### src/rtl/seq_divider.sv
// Sequential restoring divider: a 2N-bit dividend divided by an N-bit divisor, one quotient bit per clock.
// Uses a start/busy/done handshake. Results are held in registers separate from the working state.
module seq_divider #(
  parameter int N = 4
) (
  input  logic           clk,
  input  logic           rst,
  input  logic           start,
  input  logic [2*N-1:0] dividend,
  input  logic [N-1:0]   divisor,
  output logic           busy,
  output logic           done,
  output logic [2*N-1:0] quotient,
  output logic [N-1:0]   remainder,
  output logic           div_by_zero
);

  localparam int CW = $clog2(2 * N + 1);

  localparam logic [1:0] IDLE = 2'd0;
  localparam logic [1:0] RUN  = 2'd1;
  localparam logic [1:0] DONE = 2'd2;

  logic [1:0]     state;
  logic [2*N-1:0] shift_q;   // dividend bits shift out of the MSB, quotient bits enter at the LSB
  logic [N-1:0]   rem_q;
  logic [N-1:0]   dvs_q;
  logic [CW-1:0]  cnt_q;

  logic [N:0]     trial;
  logic [N:0]     diff;
  logic           take;
  logic [N-1:0]   rem_next;
  logic [2*N-1:0] shift_next;

  // A kept partial remainder is always below the divisor, so it fits back into N bits.
  always_comb begin
    trial      = {rem_q, shift_q[2*N-1]};
    diff       = trial - {1'b0, dvs_q};
    take       = (trial >= {1'b0, dvs_q});
    rem_next   = take ? diff[N-1:0] : trial[N-1:0];
    shift_next = {shift_q[2*N-2:0], take};
  end

  assign busy = (state == RUN);
  assign done = (state == DONE);

  // NOTE: sequential state uses non-blocking assignments so every register samples pre-edge values.
  always_ff @(posedge clk) begin
    if (rst) begin
      state       <= IDLE;
      shift_q     <= '0;
      rem_q       <= '0;
      dvs_q       <= '0;
      cnt_q       <= '0;
      quotient    <= '0;
      remainder   <= '0;
      div_by_zero <= 1'b0;
    end else begin
      case (state)
        IDLE, DONE: begin
          if (start) begin
            if (divisor == '0) begin
              state       <= DONE;
              quotient    <= '1;
              remainder   <= '0;
              div_by_zero <= 1'b1;
            end else begin
              state   <= RUN;
              shift_q <= dividend;
              rem_q   <= '0;
              dvs_q   <= divisor;
              cnt_q   <= CW'(2 * N);
            end
          end else begin
            state <= IDLE;
          end
        end
        RUN: begin
          shift_q <= shift_next;
          rem_q   <= rem_next;
          cnt_q   <= cnt_q - CW'(1);
          if (cnt_q == CW'(1)) begin
            state       <= DONE;
            quotient    <= shift_next;
            remainder   <= rem_next;
            div_by_zero <= 1'b0;
          end
        end
        default: state <= IDLE;
      endcase
    end
  end

endmodule

### config.mk
export PLATFORM = sky130hd
export DESIGN_NAME = seq_divider
export DESIGN_NICKNAME = d
export VERILOG_FILES = /design/src/rtl/seq_divider.sv
export SDC_FILE = /design/constraint.sdc
export NUM_CORES = 1
export LEC_CHECK = 0
export ABC_AREA = 1
export BUFFER_PORTS_ARGS = -buffer_cell sky130_fd_sc_hd__buf_4
export CAP_MARGIN = 40
export CORE_ASPECT_RATIO = 0.7
export CORE_MARGIN = 4
export CORE_UTILIZATION = 41
export DETAILED_ROUTE_END_ITERATION = 8
export HOLD_SLACK_MARGIN = 0.15
export PLACE_DENSITY = 0.72
export SLEW_MARGIN = 10
export SYNTH_ARGS = -nofsm -noshare
export SYNTH_HDL_FRONTEND = slang
export SYNTH_SLANG_ARGS = --single-unit
export TNS_END_PERCENT = 50
### constraint.sdc
create_clock -name clk -period 1.7 [get_ports clk]
set_input_delay 0.34 -clock clk [delete_from_list [all_inputs] [get_ports clk]]
set_output_delay 0.34 -clock clk [all_outputs]
set_load 0.03 [all_outputs]
==> qor.txt <==
Hold Crit Depth: 3
Synthesis Warnings: 0
FF-to-FF End: remainder[1]
clock sink count: 35
Final Hold Viols: 0
Net Sw Frac: 34.3%
Reg-to-Reg Start: dvs_q[2]
layout cells sized above 1: 33.3%
Die Span X: 86.1 um
Worst-path clk slew: 0.07 ns
post-synthesis area per instance: 8.22 um^2
Synth cell types: 34
fin cells: 295
diodes inserted: 0
routed via count: 1487
routed len/inst: 12.7 um
Vert. Die Dim: 62.7 um
initial antenna violation count: 0
Final Max Tran Viols: 0
CTS Root Cell: clkbuf_8
Net Switching: 780 uW
Simple-Gate Fraction of Synth Area: 28.6%
CTS H-tree depth: 2
clk_skew: 0.00476 ns
placer's final routability congestion estimate: 0.832
status: finished, final reports clean
crit path launch type: flop
cell area after layout: 0.00208 mm^2
Max Freq: 627 MHz
Detail Placement HPWL: 2700 um
Ports: 30
worst rel slew slack: 63.5%
Tmin final: 1.59 ns
dpl cells: 288
Leak: 0.886 nW
Compound-Gate Fraction of Synth Area: 16.3%
CTS tree: built
post-synthesis register bit count: 35
clock buffers created by TritonCTS: 5
Synthesized Nets: 235
type of the tightest min-delay check: primary input to flop
fin crit share: 93.8%
WL final: 3750 um
Worst Hold End: dvs_q[0]
ANT nets after route: 0
largest family of logic cells by synthesized area: simple AND/OR/NAND/NOR gates
Post-Synth Adder-Cell Area: 5.43%
flop2flop setup slack: 0.16 ns
Area Growth Syn to Fin: 18.7%
nets: 265
XOR/XNOR share of the synthesized area: 0.500%
TritonRoute pass-1 iters: 4
Buffers on Ports: 29
CP Max Fanout: 12
# DRC: 0
post-DR vias/cell: 5.04
hold path start: divisor[0]
Critical Path AT: 1.25 ns
power density over cell area: 1090 mW/mm^2
total congestion overflow: 0
largest net degree at the start of global routing: 23
final setup fails: 0
post-CTS resize count: 0
most frequent cells in the layout: 34 x dfxtp_1, 33 x buf_4, 20 x nand3_1
Comb pwr share: 31.1%
most common cell after layout, fill and taps aside: dfxtp_1
# hold bufs at CTS: 0
clock power share: 26.3%
total core area: 0.00402 mm^2
postcts setup bufs: 0
row count: 19
mux cell area share after synthesis: 0%
Post-Syn Instances: 213
GRT Util Overall: 14.7%
effective utilization at floorplan: 43.6%
Internal: 1.49 mW
DIE AREA: 0.00540 mm^2
Critical Path Sink Type: primary output
Total Power: 2.27 mW
Reg power frac: 42.5%
sequential fraction of the synthesis area: 40.0%
vias in the first global route: 1384
max_cap viols: 0
Worst-Margin Slew: 0.546 ns
setup tns final: 0 ns
worst r2r path cells: 9
maximum vdd drop: 520 uV
crit path kind: flop to primary output
Worst-Skew Late Latency: 0.28 ns
first-pass GRT wire length: 6330 um
DP Area: 0.00198 mm^2
clock buffer depth: 2
Post-Synthesis Cell Area: 0.00175 mm^2
Filler Cells Inserted: 397
Worst Path Required: 1.36 ns
DRT iter0 DRCs: 140
==> sequential cells by signal, summed over array words and instances, names as in the netlist <==
signal,count
remainder,4
cnt_q,4
div_by_zero,1
shift_q,8
state,2
quotient,8
rem_q,4
dvs_q,4
==> area by class of cell <==
class	instances	area (um^2)	area share, %
clock inverters	1	5.00	0.241
multi-input cells	149	896	43.1
repair buffers	33	248	11.9
clock buffers	6	82.6	3.98
inverters	19	78.8	3.80
well taps	52	65.1	3.13
flip-flops and latches	35	702	33.8
==> logic make-up after synthesis <==
logic type / Yosys count
compound gates: 48
xor+xnor: 1
fa+ha+maj: 7
buf+inv: 29
flops: 35
simple gates: 93
==> stage by stage <==
stage          setup WS (ns)  utilization (%)  hold slack [ns]
2_1_floorplan          0.268                -            0.433
3_3_place_gp           0.189             49.3            0.451
3_5_place_dp           0.146             49.3            0.457
4_1_cts                0.102             51.5            0.330
5_1_grt             -0.00766             51.7            0.353
6_report               0.106             51.7            0.345
==> worst max-delay path by stage <==
stage | start | to | slack (ns) | depth (start not counted)
final | state[0] | busy | 0.11 | 4
after global placement | shift_q[7] | remainder[2] | 0.19 | 9
after global routing | dvs_q[1] | rem_q[2] | -0.008 | 10
after detailed placement | shift_q[7] | rem_q[2] | 0.15 | 9
after floorplan | shift_q[7] | remainder[2] | 0.27 | 9
after CTS | state[0] | busy | 0.10 | 4
==> worst max-delay path, cell delays in order, from the launching register on <==
cell	delay, ns
dfxtp_1	0.41
nand2_4	0.10
clkinv_4	0.09
buf_4	0.19
buf_4	0.18
==> power by group through the flow <==
stage               logic, mW  clock network, mW  registers (mW)
global placement        0.698                  0           0.979
global route            0.792              0.656           0.978
CTS                     0.706              0.617           0.966
finish                  0.708              0.598           0.966
floorplan               0.483                  0            1.04
detailed placement      0.705                  0           0.983
==> cell usage after synthesis <==
cell type / number / area (um^2)
inv_4: 1 / 6.26
o21ai_1: 6 / 30.0
o22ai_1: 1 / 6.26
nor2_2: 15 / 93.8
nand3_2: 3 / 30.0
clkbuf_1: 1 / 3.75
a21oi_1: 17 / 85.1
buf_12: 1 / 20.0
o211ai_1: 7 / 52.6
nand2_1: 17 / 63.8
dfxtp_1: 35 / 701
nand3_1: 20 / 100
a21oi_2: 5 / 43.8
xor2_1: 1 / 8.76
buf_2: 3 / 15.0
fa_1: 1 / 20.0
or2_1: 4 / 25.0
or2_0: 2 / 12.5
buf_6: 2 / 22.5
nand2_2: 6 / 37.5
nand3b_1: 1 / 7.51
a211oi_2: 1 / 12.5
buf_4: 2 / 15.0
inv_1: 17 / 63.8
nor2_4: 1 / 11.3
nand2_4: 2 / 22.5
nor2_1: 16 / 60.1
nand4_1: 2 / 12.5
ha_1: 6 / 75.1
or2_2: 3 / 18.8
clkinv_4: 1 / 8.76
o21ai_0: 11 / 55.1
nor3_1: 1 / 5.00
clkbuf_2: 1 / 5.00
==> metal layers <==
metal | GRT usage, % | vias to the layer above | wire length (um)
li1 | - | 768 | -
met1 | 20.7 | 675 | 1960
met2 | 21.2 | 39 | 1480
met3 | 4.61 | 5 | 273
met4 | 4.94 | 0 | 33
met5 | 0 | - | 0
Note: power is estimated with default switching activity, not from simulation.
